==> src/rtl/em_exc_stage_if.sv <==
// E-side inputs and M-side outputs of the E/M pipeline register with
// the M-stage exception merge.
interface em_exc_stage_if;
    logic        stall;
    logic        flush;
    logic [31:0] E_PC;
    logic [31:0] E_Instr;
    logic        E_BD;
    logic        E_ExcGet;
    logic [4:0]  E_ExcCode;
    logic [31:0] E_ALUOut;
    logic [31:0] E_WriteData;

    logic [31:0] M_PC;
    logic [31:0] M_Instr;
    logic [31:0] M_ALUOut;
    logic [31:0] M_WriteData;
    logic        M_BD;
    logic        M_Valid;
    logic        M_ExcGet;
    logic [4:0]  M_ExcCode;
    logic [31:0] M_EPC;
    logic        M_MemWE;

    modport master (
        output stall, flush, E_PC, E_Instr, E_BD, E_ExcGet, E_ExcCode,
               E_ALUOut, E_WriteData,
        input  M_PC, M_Instr, M_ALUOut, M_WriteData, M_BD, M_Valid,
               M_ExcGet, M_ExcCode, M_EPC, M_MemWE
    );

    modport slave (
        input  stall, flush, E_PC, E_Instr, E_BD, E_ExcGet, E_ExcCode,
               E_ALUOut, E_WriteData,
        output M_PC, M_Instr, M_ALUOut, M_WriteData, M_BD, M_Valid,
               M_ExcGet, M_ExcCode, M_EPC, M_MemWE
    );
endinterface

==> src/rtl/em_exc_stage.sv <==
// E/M pipeline register plus M-stage address checks and exception merge;
// gates the memory write so a faulting store never reaches DM or timers.
module em_exc_stage #(
    parameter logic [31:0] DM_TOP   = 32'h0000_2FFF,
    parameter logic [31:0] TC0_BASE = 32'h0000_7F00,
    parameter logic [31:0] TC1_BASE = 32'h0000_7F10
) (
    input logic           clk,
    input logic           reset_n,
    em_exc_stage_if.slave bus
);
    localparam logic [31:0] TC0_END   = TC0_BASE + 32'd11;
    localparam logic [31:0] TC1_END   = TC1_BASE + 32'd11;
    localparam logic [31:0] TC0_COUNT = TC0_BASE + 32'd8;
    localparam logic [31:0] TC1_COUNT = TC1_BASE + 32'd8;
    localparam logic [31:0] RESET_PC  = 32'h0000_3000;

    logic [31:0] pc;
    logic [31:0] instr;
    logic [31:0] alu_out;
    logic [31:0] write_data;
    logic        bd;
    logic        valid;
    logic        up_exc_get;
    logic [4:0]  up_exc_code;

    // Flush beats stall; a flushed slot carries no upstream exception.
    always_ff @(posedge clk or negedge reset_n) begin
        if (!reset_n) begin
            pc          <= RESET_PC;
            instr       <= '0;
            alu_out     <= '0;
            write_data  <= '0;
            bd          <= 1'b0;
            valid       <= 1'b0;
            up_exc_get  <= 1'b0;
            up_exc_code <= '0;
        end else if (bus.flush) begin
            pc          <= '0;
            instr       <= '0;
            alu_out     <= '0;
            write_data  <= '0;
            bd          <= 1'b0;
            valid       <= 1'b0;
            up_exc_get  <= 1'b0;
            up_exc_code <= '0;
        end else if (!bus.stall) begin
            pc          <= bus.E_PC;
            instr       <= bus.E_Instr;
            alu_out     <= bus.E_ALUOut;
            write_data  <= bus.E_WriteData;
            bd          <= bus.E_BD;
            valid       <= 1'b1;
            up_exc_get  <= bus.E_ExcGet;
            up_exc_code <= bus.E_ExcCode;
        end
    end

    logic is_load;
    logic is_store;
    logic is_word;
    logic is_half;
    logic is_byte;

    always_comb begin
        is_load  = 1'b0;
        is_store = 1'b0;
        is_word  = 1'b0;
        is_half  = 1'b0;
        is_byte  = 1'b0;
        case (instr[31:26])
            6'h23: begin is_load  = 1'b1; is_word = 1'b1; end
            6'h21: begin is_load  = 1'b1; is_half = 1'b1; end
            6'h25: begin is_load  = 1'b1; is_half = 1'b1; end
            6'h20: begin is_load  = 1'b1; is_byte = 1'b1; end
            6'h24: begin is_load  = 1'b1; is_byte = 1'b1; end
            6'h2B: begin is_store = 1'b1; is_word = 1'b1; end
            6'h29: begin is_store = 1'b1; is_half = 1'b1; end
            6'h28: begin is_store = 1'b1; is_byte = 1'b1; end
            default: ;
        endcase
    end

    logic in_dm;
    logic in_tc0;
    logic in_tc1;
    logic in_timer;
    logic misaligned;
    logic out_of_map;
    logic timer_narrow;
    logic count_write;
    logic m_check;
    logic exc_get;

    assign in_dm        = (alu_out <= DM_TOP);
    assign in_tc0       = (alu_out >= TC0_BASE) && (alu_out <= TC0_END);
    assign in_tc1       = (alu_out >= TC1_BASE) && (alu_out <= TC1_END);
    assign in_timer     = in_tc0 | in_tc1;
    assign misaligned   = (is_word & (alu_out[1:0] != 2'b00)) | (is_half & alu_out[0]);
    assign out_of_map   = ~(in_dm | in_timer);
    assign timer_narrow = in_timer & (is_half | is_byte);
    // COUNT registers are read-only; only a word store can address them legally.
    assign count_write  = is_store & is_word & ((alu_out == TC0_COUNT) | (alu_out == TC1_COUNT));
    assign m_check      = (is_load | is_store) &
                          (misaligned | out_of_map | timer_narrow | count_write);

    assign exc_get = valid & (up_exc_get | m_check);

    assign bus.M_PC        = pc;
    assign bus.M_Instr     = instr;
    assign bus.M_ALUOut    = alu_out;
    assign bus.M_WriteData = write_data;
    assign bus.M_BD        = bd;
    assign bus.M_Valid     = valid;
    assign bus.M_ExcGet    = exc_get;
    assign bus.M_ExcCode   = !valid     ? 5'd0 :
                             up_exc_get ? up_exc_code :
                             m_check    ? (is_load ? 5'd4 : 5'd5) : 5'd0;
    assign bus.M_EPC       = bd ? (pc - 32'd4) : pc;
    assign bus.M_MemWE     = valid & is_store & ~exc_get;
endmodule

==> src/flat_wrapper.sv <==
// flat-port wrapper written by rule: the top's interface ports become plain ports
module em_exc_stage_flat 
#(
    parameter logic [31:0] DM_TOP   = 32'h0000_2FFF,
    parameter logic [31:0] TC0_BASE = 32'h0000_7F00,
    parameter logic [31:0] TC1_BASE = 32'h0000_7F10
)
  (clk, reset_n, bus_stall, bus_flush, bus_E_PC, bus_E_Instr, bus_E_BD, bus_E_ExcGet, bus_E_ExcCode, bus_E_ALUOut, bus_E_WriteData, bus_M_PC, bus_M_Instr, bus_M_ALUOut, bus_M_WriteData, bus_M_BD, bus_M_Valid, bus_M_ExcGet, bus_M_ExcCode, bus_M_EPC, bus_M_MemWE);
  em_exc_stage_if bus_i ();
  input logic clk;
  input logic reset_n;
  input wire logic [$bits(bus_i.stall)-1:0] bus_stall;
  input wire logic [$bits(bus_i.flush)-1:0] bus_flush;
  input wire logic [$bits(bus_i.E_PC)-1:0] bus_E_PC;
  input wire logic [$bits(bus_i.E_Instr)-1:0] bus_E_Instr;
  input wire logic [$bits(bus_i.E_BD)-1:0] bus_E_BD;
  input wire logic [$bits(bus_i.E_ExcGet)-1:0] bus_E_ExcGet;
  input wire logic [$bits(bus_i.E_ExcCode)-1:0] bus_E_ExcCode;
  input wire logic [$bits(bus_i.E_ALUOut)-1:0] bus_E_ALUOut;
  input wire logic [$bits(bus_i.E_WriteData)-1:0] bus_E_WriteData;
  output wire logic [$bits(bus_i.M_PC)-1:0] bus_M_PC;
  output wire logic [$bits(bus_i.M_Instr)-1:0] bus_M_Instr;
  output wire logic [$bits(bus_i.M_ALUOut)-1:0] bus_M_ALUOut;
  output wire logic [$bits(bus_i.M_WriteData)-1:0] bus_M_WriteData;
  output wire logic [$bits(bus_i.M_BD)-1:0] bus_M_BD;
  output wire logic [$bits(bus_i.M_Valid)-1:0] bus_M_Valid;
  output wire logic [$bits(bus_i.M_ExcGet)-1:0] bus_M_ExcGet;
  output wire logic [$bits(bus_i.M_ExcCode)-1:0] bus_M_ExcCode;
  output wire logic [$bits(bus_i.M_EPC)-1:0] bus_M_EPC;
  output wire logic [$bits(bus_i.M_MemWE)-1:0] bus_M_MemWE;
  assign bus_i.stall = bus_stall;
  assign bus_i.flush = bus_flush;
  assign bus_i.E_PC = bus_E_PC;
  assign bus_i.E_Instr = bus_E_Instr;
  assign bus_i.E_BD = bus_E_BD;
  assign bus_i.E_ExcGet = bus_E_ExcGet;
  assign bus_i.E_ExcCode = bus_E_ExcCode;
  assign bus_i.E_ALUOut = bus_E_ALUOut;
  assign bus_i.E_WriteData = bus_E_WriteData;
  assign bus_M_PC = bus_i.M_PC;
  assign bus_M_Instr = bus_i.M_Instr;
  assign bus_M_ALUOut = bus_i.M_ALUOut;
  assign bus_M_WriteData = bus_i.M_WriteData;
  assign bus_M_BD = bus_i.M_BD;
  assign bus_M_Valid = bus_i.M_Valid;
  assign bus_M_ExcGet = bus_i.M_ExcGet;
  assign bus_M_ExcCode = bus_i.M_ExcCode;
  assign bus_M_EPC = bus_i.M_EPC;
  assign bus_M_MemWE = bus_i.M_MemWE;
  em_exc_stage #(.DM_TOP(DM_TOP), .TC0_BASE(TC0_BASE), .TC1_BASE(TC1_BASE)) u_core (.clk(clk), .reset_n(reset_n), .bus(bus_i));
endmodule
==> config.mk <==
export PLATFORM = sky130hd
export DESIGN_NAME = em_exc_stage_flat
export DESIGN_NICKNAME = d
export VERILOG_FILES = /design/src/rtl/em_exc_stage_if.sv /design/src/rtl/em_exc_stage.sv /design/src/flat_wrapper.sv
export SDC_FILE = /design/constraint.sdc
export NUM_CORES = 1
export LEC_CHECK = 0
export CORE_ASPECT_RATIO = 0.6
export CORE_UTILIZATION = 38
export CTS_BUF_LIST = sky130_fd_sc_hd__clkbuf_2 sky130_fd_sc_hd__clkbuf_4 sky130_fd_sc_hd__clkbuf_8
export CTS_CLUSTER_DIAMETER = 30
export DETAILED_ROUTE_END_ITERATION = 8
export GPL_TIMING_DRIVEN = 0
export PLACE_DENSITY = 0.78
export SLEW_MARGIN = 15
export SYNTH_ARGS = -nofsm -noshare
export SYNTH_HDL_FRONTEND = slang
export SYNTH_SLANG_ARGS = --single-unit
==> constraint.sdc <==
create_clock -name clk -period 2.3 [get_ports clk]
set_input_delay 0.345 -clock clk [delete_from_list [all_inputs] [get_ports clk]]
set_output_delay 0.345 -clock clk [all_outputs]
set_load 0.05 [all_outputs]
==> impl_metrics.json, run 1 <==
{
  "status": "finished with violations",
  "violations": "negative setup slack",
  "drcViolationCount": 0,
  "min_period_over_period_pct": 142,
  "synth_async_sr_flop_share_pct": 100,
  "crit_end": "bus_M_EPC[19]",
  "mappedNetlistArea_mm2": 0.00624,
  "initial_core_util_pct": 39.8,
  "slowest_delay_ns": 0.53,
  "grt_pass1_wl_mm": 33.3,
  "grt_usage_pct": 25.6,
  "leakage_uw": 0.00513,
  "ir_drop_v": 0.000353,
  "min_period_ns": 3.26,
  "core_area_mm2": 0.0157,
  "totalWireLength_mm": 22.1,
  "crit_cells": 6,
  "initialDrtViolationCount": 213,
  "total_power_uw": 6700,
  "fin_util_pct": 71.1,
  "htreeDepth": 4,
  "yosys_warnings": 0,
  "layout.nets": 1066,
  "syn_to_final_growth_pct": 78.7,
  "cts_buffers": 17,
  "clock_skew_ns": 0,
  "detail_route.wl_per_cell_um": 19.3,
  "die_h_um": 101,
  "timing.rr.end": "u_core.bus.M_PC[14]",
  "grt_pass1_vias": 6104,
  "firstDrtPassIters": 4,
  "clock_latency_ns": 0.42,
  "syn_avg_cell_area_um2": 11.1,
  "holdCritPathClass": "input pin to asynchronous set/reset pin",
  "gp_congestion": 0.839,
  "critPathKind": "flip-flop to output port",
  "postRouteAntennaNets": 0,
  "tritoncts": "done",
  "synthCells": 561,
  "synth-seq-cells": 136,
  "drive_above_1_share_pct": 23.5,
  "synth-edff-count": 0,
  "tightest_slew_ns": 0.908,
  "crit_path_top_delay_cell": "or4b_4",
  "fin_ws_ns": -0.959,
  "pin_count": 308,
  "tns_ns": -17.12,
  "path_clk_slew_ns": 0.09,
  "synth_ff_type": "dfrtp_1",
  "relSlewSlack_pct": 39.5,
  "grt_remaining_overflow": 0,
  "max_freq_ghz": 0.307,
  "cp_top_family": "simple AND/OR/NAND/NOR gates",
  "fp.dieW_um": 167,
  "hpwl_mm": 16.1,
  "synth_area_leaders": "dfrtp_1 (54%), mux2i_1 (22%), nor2_1 (9.0%)",
  "clock_sinks": 136,
  "arrival_ns": 2.91,
  "timing.hold.ws_ns": 0.403,
  "vias": 5750,
  "yosys.area.top_type": "dfrtp_1",
  "viasPerCell": 5.04,
  "clockBufferDepth": 2,
  "crit_buf_inv": 1,
  "crit_chain": "or3_4, or4b_4, or4_4, nor4_4, xor2_4, buf_6",
  "antenna_found_initial": 1,
  "grt_max_degree": 89,
  "antenna_cells": 0,
  "synth.lib_cells_used.distinct": 41,
  "setup-violations-final": 29,
  "endpoint_kind": "output port",
  "rrSetupSlack_ns": 1.25,
  "cp-startpoint": "u_core.bus.M_PC[6]",
  "cts_root_buf": "clkbuf_8",
  "synth_nets": 701,
  "ys_seq_area_share_pct": 54.6,
  "required_ns": 1.96,
  "r2r-start": "u_core.bus.M_PC[14]",
  "rsz0062_at_grt": "yes",
  "drv_cap": 0,
  "startpoint_type": "flip-flop",
  "yosys.area.top_type_share_pct": 53.8,
  "rows": 35,
  "power.density_mw_per_mm2": 601,
  "slew_viol_final": 0,
  "hold_viol": 0,
  "worstPathMaxFanout": 4,
  "io_buffers": 305,
  "ff2ff_path_depth": 2,
  "fp.dieArea_mm2": 0.0169
}
==> worst register-to-register path, cell delays in order, from the launching register on <==
cell and delay [ns]:
dfrtp_1 0.69, mux2i_1 0.16, nor2_1 0.13
==> worst min-delay path by stage <==
stage / from / end / slack [ns]
floorplan: reset_n / u_core.bus.M_ALUOut[0] / 0.05
global placement: u_core.up_exc_code[1] / u_core.up_exc_code[1] / 0.50
detailed placement: reset_n / u_core.bus.M_PC[26] / 0.32
CTS: reset_n / u_core.bus.M_PC[23] / 0.42
global route: reset_n / u_core.bus.M_PC[23] / 0.42
finish: reset_n / u_core.bus.M_PC[23] / 0.40
==> cells in the mapped netlist, drive strengths merged (2+ instances only) <==
master    n
or4       8
nand4     3
nor3     10
nand2    10
clkbuf   14
nand2b    2
or3       6
or4b      2
nor2    150
buf      18
nand3b    2
inv       5
a21oi     6
nor2b     2
dfrtp   134
and3      3
xor2     20
dfstp     2
nor4      7
xnor2     8
nand3     2
mux2i   136
==> cells by family after synthesis <==
family	count (synthesis)	synth area share (%)
AOI/OAI and AO/OA	13	1.32
buffers and inverters	37	2.35
muxes	136	21.8
xor gates and xnor gates	28	3.93
adders and majority gates	1	0.201
DFF	136	54.6
and+or+nand+nor	210	15.8
==> state kept, by name, indices dropped and copies added (netlist names) <==
| name | count |
|---|---|
| u_core.up_exc_code | 5 |
| u_core.up_exc_get | 1 |
| u_core.bus.M_BD | 1 |
| u_core.bus.M_PC | 32 |
| u_core.bus.M_WriteData | 32 |
| u_core.bus.M_Instr | 32 |
| u_core.bus.M_ALUOut | 32 |
| u_core.bus.M_Valid | 1 |
==> report_power, final <==
group,internal [uW],total (uW),switching [uW]
combinational,816,1960,1140
sequential,2530,2690,161
clock,1010,2050,1040
total,4360,6700,2340
==> per-layer routing <==
metal	wire length, um	vias up	global-route usage [%]
met5	0	-	0
met4	642	0	9.95
met3	1500	43	7.70
met2	10600	239	42.9
met1	9270	2834	31.6
li1	-	2634	-
==> cells in the final DEF (no fill, tap or decap), drive strengths merged, types with 5 or more instances in the layout <==
master         Yosys  final
a21oi              6      6
buf               18     90
clkbuf            14     33
clkdlybuf4s50      0    263
clkinv             0      5
dfrtp            134    134
dlymetal6s2s       0      5
inv                5     11
mux2i            136    136
nand2             10     10
nor2             150    150
nor3              10     10
nor4               7      7
or3                6      6
or4                8      8
xnor2              8      8
xor2              20     20
==> through the flow <==
step | setup slack, ns | std cells | area (um^2)
global placement | -5.10 | 1069 | 10100
detailed placement | -1.36 | 1070 | 10100
floorplan | -0.578 | 561 | 6790
finish | -0.959 | 1142 | 11100
global route | -1.07 | 1142 | 11100
CTS | -0.968 | 1125 | 10800
==> timing repair <==
action / in CTS / in global routing
pin swaps: 11 / 17
setup buffers: 22 / 18
resized for setup: 229 / 55
endpoints found under the setup margin: 36 / 37
cloned: 0 / 0
hold buffers: 1 / 0
hold endpoints to repair: 48 / 0
==> layout make-up <==
class	instances	area (um^2)
plain buffers	32	128
clock buffers	18	241
clock inverters	14	165
fillers	1084	4530
inverters	5	21.3
multi-input cells	388	3420
flip-flops and latches	136	3450
well taps	203	254
repair buffers	346	3460
Note: power is estimated with default switching activity, not from simulation.
==> run 2: changes to the inputs <==
--- a/config.mk
+++ b/config.mk
@@ -9,9 +9,11 @@
 export CORE_UTILIZATION = 38
 export CTS_BUF_LIST = sky130_fd_sc_hd__clkbuf_2 sky130_fd_sc_hd__clkbuf_4 sky130_fd_sc_hd__clkbuf_8
 export CTS_CLUSTER_DIAMETER = 30
+export CTS_CLUSTER_SIZE = 12
 export DETAILED_ROUTE_END_ITERATION = 8
 export GPL_TIMING_DRIVEN = 0
 export PLACE_DENSITY = 0.78
+export RECOVER_POWER = 25
 export SLEW_MARGIN = 15
 export SYNTH_ARGS = -nofsm -noshare
 export SYNTH_HDL_FRONTEND = slang
==> run 2 against run 1 <==
The flow still finishes with violations (negative setup slack). Highest routed layer unchanged. Maximum frequency barely moved. Setup slack improved by 0.00074 ns. First-iteration DRC count is 1.9% higher. Flip-flop and latch count unchanged. Register-to-register slack about the same. Combinational power hardly changed. Global-route usage unchanged. Via count hardly changed. Clock skew did not move. Final area shrank 0.18%. Non-clock buffer count unchanged.
==> impl_metrics.json, run 2 (same netlist as run 1, synthesis figures left out) <==
{
  "grt_pass1_vias": 6104,
  "min_from": "bus_E_PC[13]",
  "power.density_mw_per_mm2": 601,
  "crit_path_top_delay_cell": "or4b_4",
  "rows": 35,
  "firstDrtPassIters": 4,
  "hold_path_depth": 3,
  "initial_core_util_pct": 39.8,
  "r2r-start": "u_core.bus.M_PC[14]",
  "drcViolationCount": 0,
  "startpoint_type": "flip-flop",
  "core_area_mm2": 0.0157,
  "final_common_cell": "clkdlybuf4s50_1",
  "cp-startpoint": "u_core.bus.M_PC[6]",
  "cts_buffers": 17,
  "detail_route.wl_per_cell_um": 19.3,
  "violations": "negative setup slack",
  "grt_usage_pct": 25.6,
  "total_power_uw": 6690,
  "io_buffers": 305,
  "cp_top_family": "simple AND/OR/NAND/NOR gates",
  "die_h_um": 101,
  "path_clk_slew_ns": 0.09,
  "crit_chain": "or3_4, or4b_4, or4_4, nor4_4, xor2_4, buf_6",
  "grt_pass1_wl_mm": 33.3,
  "gp_congestion": 0.839,
  "totalWireLength_mm": 22.1,
  "setup-violations-final": 29,
  "vias": 5747,
  "viasPerCell": 5.03,
  "crit_buf_inv": 1,
  "dp_cells": 1070,
  "stdcell_count": 1142,
  "slew_viol_final": 0,
  "ff2ff_path_depth": 2,
  "leakage_uw": 0.00512,
  "layout.nets": 1066,
  "timing.rr.end": "u_core.bus.M_PC[14]",
  "antenna_found_initial": 1,
  "critPathKind": "flip-flop to output port",
  "status": "finished with violations",
  "rsz0062_at_grt": "yes",
  "syn_to_final_growth_pct": 78.4,
  "fin_ws_ns": -0.958,
  "initialDrtViolationCount": 217,
  "drv_cap": 0,
  "required_ns": 1.96,
  "tritoncts": "done",
  "fp.dieW_um": 167,
  "max_freq_ghz": 0.307,
  "clock_latency_ns": 0.42,
  "hold-path-endpoint": "u_core.bus.M_PC[13]",
  "slowest_delay_ns": 0.53,
  "grt_remaining_overflow": 0,
  "grt_max_degree": 89,
  "cts_root_buf": "clkbuf_8",
  "pin_count": 308,
  "tightest_slew_ns": 1.21,
  "postRouteAntennaNets": 0,
  "antenna_cells": 0,
  "layout_common_cells": "clkdlybuf4s50_1 (263), nor2_1 (140), mux2i_1 (136), dfrtp_1 (100), buf_4 (35)",
  "htreeDepth": 4,
  "relSlewSlack_pct": 19.0,
  "fp.dieArea_mm2": 0.0169,
  "fin_util_pct": 71.0,
  "rrSetupSlack_ns": 1.25,
  "hpwl_mm": 16.1,
  "ir_drop_v": 0.000353,
  "clockBufferDepth": 2,
  "arrival_ns": 2.91,
  "clock_sinks": 136,
  "holdCritPathClass": "input pin to flip-flop",
  "min_period_over_period_pct": 142,
  "clock_skew_ns": 0,
  "worstPathMaxFanout": 4,
  "drive_above_1_share_pct": 23.5,
  "endpoint_kind": "output port",
  "hold_viol": 0,
  "min_period_ns": 3.26
}
## run 2: changes by cell type in the layout (fill, tap and decap cells not counted), sizes merged
cell / change
buf: -2
clkbuf: +2
## run 2: layout make-up
| type | instances | area, um^2 |
|---|---|---|
| multi-input combinational | 388 | 3420 |
| tap | 203 | 254 |
| fill | 1089 | 4550 |
| clock buffer | 18 | 241 |
| timing repair buffer | 346 | 3440 |
| clock inverter | 14 | 165 |
| buffer | 32 | 128 |
| inverter | 5 | 21.3 |
| sequential | 136 | 3450 |
## run 2: worst max path at each step
stage | cells past startpoint | end
after global placement | 1 | u_core.bus.M_PC[18]
after CTS | 6 | bus_M_EPC[19]
after global routing | 6 | bus_M_EPC[19]
after detailed placement | 8 | bus_M_EPC[20]
after floorplan | 5 | bus_M_EPC[21]
final | 6 | bus_M_EPC[19]
## run 2: per-stage QoR
stage	worst slack (ns)	area, um^2	TNS (ns)	hold WS, ns
6_report	-0.958	11100	-17.12	0.500
5_1_grt	-1.07	11100	-34.41	0.485
4_1_cts	-0.968	10800	-16.93	0.417
3_5_place_dp	-1.36	10100	-36.96	0.317
3_3_place_gp	-5.10	10100	-621.91	0.498
2_1_floorplan	-0.578	6790	-8.16	0.0494
## run 2: metal layers
metal  track usage [%]  vias up  share of wire (%)
met5                 0        -                  0
met4              9.95        0                2.9
met3              7.70       43                6.8
met2              42.9      239                 48
met1              31.6     2833                 42
li1                  -     2632                  -
## run 2: power by group
part           switching, uW  internal [uW]  leakage (uW)  total, uW
Combinational           1140            812       0.00317       1950
Clock                   1040           1010      0.000206       2050
Sequential               161           2530       0.00175       2690
## run 2: worst min-delay path: cells and delay by family
| family | cells | cell delay [ns] |
|---|---|---|
| multiplexers | 1 | 0.12 |
| AND/OR/NAND/NOR | 1 | 0.05 |
| buffers and inverters | 1 | 0.40 |
## run 2: what timing repair did
item	CTS	global route
endpoints found under the setup margin	36	37
endpoints found under the hold margin	48	0
hold buffers	1	0
pin swaps	11	17
cloned	0	0
buffers inserted	22	18
resized for setup	229	55
==> run 3: changes to the inputs <==
--- a/config.mk
+++ b/config.mk
@@ -6,10 +6,10 @@
 export NUM_CORES = 1
 export LEC_CHECK = 0
 export CORE_ASPECT_RATIO = 0.6
+export CORE_MARGIN = 2
 export CORE_UTILIZATION = 38
 export CTS_BUF_LIST = sky130_fd_sc_hd__clkbuf_2 sky130_fd_sc_hd__clkbuf_4 sky130_fd_sc_hd__clkbuf_8
 export CTS_CLUSTER_DIAMETER = 30
-export CTS_CLUSTER_SIZE = 12
 export DETAILED_ROUTE_END_ITERATION = 8
 export GPL_TIMING_DRIVEN = 0
 export PLACE_DENSITY = 0.78
==> run 3 against run 2 <==
Final area up 2.2%. Sequential share of layout area down 0.66 points. Setup slack better by 0.084 ns. Clock power up 14%. Global-route usage down 1.8 points. Wire length down 4.9%. Count of clock-buffer cells in the layout up 1. Register-to-register slack worse by 0.06 ns. Total power up 4.6%. Critical path depth unchanged. Non-clock buffer count up 11. Sequential power about the same. The run ends with max-capacitance violations, max-slew violations, negative setup slack left.
==> impl_metrics.json, run 3 (same netlist as run 1, synthesis figures left out) <==
{
  "status": "finished with violations",
  "violations": "max-capacitance violations, max-slew violations, negative setup slack",
  "postRouteAntennaNets": 0,
  "grt_usage_pct": 23.8,
  "worstPathMaxFanout": 3,
  "antenna_cells": 0,
  "die_h_um": 103,
  "crit_path_top_delay_cell": "or4b_4",
  "tightest_slew_ns": 1.98,
  "pin_count": 308,
  "endpoint_kind": "output port",
  "fp.dieW_um": 169,
  "clockBufferDepth": 2,
  "layout.nets": 1077,
  "firstDrtPassIters": 4,
  "grt_remaining_overflow": 0,
  "cts_buffers": 17,
  "max_freq_ghz": 0.315,
  "rsz0062_at_grt": "yes",
  "grt_max_degree": 78,
  "hold_viol": 0,
  "min_period_ns": 3.17,
  "startpoint_type": "flip-flop",
  "setup-violations-final": 49,
  "initial_core_util_pct": 38.7,
  "io_buffers": 305,
  "regArea_mm2": 0.00345,
  "power.density_mw_per_mm2": 616,
  "initialDrtViolationCount": 309,
  "clock_sinks": 136,
  "grt_pass1_wl_mm": 31.9,
  "drive_above_1_share_pct": 24.5,
  "core_area_mm2": 0.0161,
  "drcViolationCount": 0,
  "drv_cap": 1,
  "slowest_delay_ns": 0.51,
  "detail_route.wl_per_cell_um": 18.1,
  "crit_chain": "or3_4, or4b_4, or4_4, nor4_4, xor2_4, buf_6",
  "clock_skew_ns": 0,
  "total_power_uw": 7000,
  "syn_to_final_growth_pct": 82.2,
  "grt_pass1_vias": 5715,
  "holdCritPathClass": "input pin to flip-flop",
  "slew_viol_final": 77,
  "leakage_uw": 0.00521,
  "tritoncts": "done",
  "relSlewSlack_pct": -31.7,
  "hpwl_mm": 15.0,
  "htreeDepth": 4,
  "fp.dieArea_mm2": 0.0175,
  "dp_cells": 1076,
  "min_period_over_period_pct": 138,
  "antenna_found_initial": 0,
  "critPathKind": "flip-flop to output port",
  "multi_input_area_mm2": 0.00348,
  "timing.hold.ws_ns": 0.494,
  "totalWireLength_mm": 21.0,
  "fin_ws_ns": -0.874,
  "layout_common_cells": "clkdlybuf4s50_1 (262), nor2_1 (139), mux2i_1 (136), dfrtp_1 (100), buf_4 (41)",
  "final_common_cell": "clkdlybuf4s50_1",
  "gp_congestion": 0.815,
  "vias": 5588,
  "cts_root_buf": "clkbuf_8",
  "hold_path_depth": 3,
  "fill_cells": 1162,
  "required_ns": 1.96,
  "rows": 36,
  "ff2ff_path_depth": 5,
  "arrival_ns": 2.83,
  "viasPerCell": 4.82,
  "stdcell_count": 1159,
  "clock_latency_ns": 0.43,
  "path_clk_slew_ns": 0.08,
  "ir_drop_v": 0.000374
}
==> run 3: layout make-up <==
class,count,share of cell area [%]
Timing Repair Buffer,357,31.3
Inverter,5,0.187
Multi-Input combinational cell,388,30.6
Buffer,32,1.12
Sequential cell,136,30.4
Tap cell,209,2.30
Clock inverter,13,1.93
Clock buffer,19,2.19
==> run 3: critical path: cells and delay by family, from the launching register on <==
kind                      cells  cell delay, ns
xor gates and xnor gates      1            0.17
buffers and inverters         1            0.17
DFF                           1            0.40
and+or+nand+nor               4            1.66
==> run 3: repair_timing <==
item / CTS / global route
setup endpoints to repair: 37 / 33
gates resized for setup: 275 / 28
hold buffers: 1 / 0
buffers inserted: 38 / 15
pin swaps: 17 / 22
endpoints found under the hold margin: 74 / 0
==> run 3: worst paths after layout <==
kind	from	endpoint	slack, ns
min in group asynchronous	reset_n	u_core.bus.M_ALUOut[6]	1.01
max in group asynchronous	reset_n	u_core.bus.M_PC[18]	-0.15
hold reg to reg	u_core.bus.M_WriteData[13]	u_core.bus.M_WriteData[13]	0.53
setup / recovery	u_core.bus.M_PC[6]	bus_M_EPC[19]	-0.87
setup reg to reg	u_core.bus.M_PC[3]	u_core.bus.M_PC[3]	1.19
hold / removal	bus_E_PC[12]	u_core.bus.M_PC[12]	0.49
==> run 3: report_power, final <==
part	total, uW	switching [uW]	internal (uW)
Combinational	1970	1140	828
Clock	2340	1010	1340
Sequential	2680	152	2530
Total	7000	2300	4700
==> run 3: stage by stage <==
stage	area [um^2]	TNS, ns	util (%)	setup slack (ns)
floorplan	6790	-8.16	-	-0.578
global placement	10100	-674.15	62.6	-5.55
detailed placement	10100	-37.82	62.8	-1.42
CTS	11200	-16.07	69.4	-0.903
global route	11400	-51.22	70.5	-0.979
finish	11400	-17.82	70.5	-0.874
==> run 3: routing by layer <==
| layer | vias up | share of wire, % | GRT usage (%) |
|---|---|---|---|
| met5 | - | 0 | 0 |
| met4 | 0 | 1.2 | 6.64 |
| met3 | 18 | 6.2 | 5.94 |
| met2 | 191 | 48 | 38.8 |
| met1 | 2722 | 45 | 32.3 |
| li1 | 2657 | - | - |
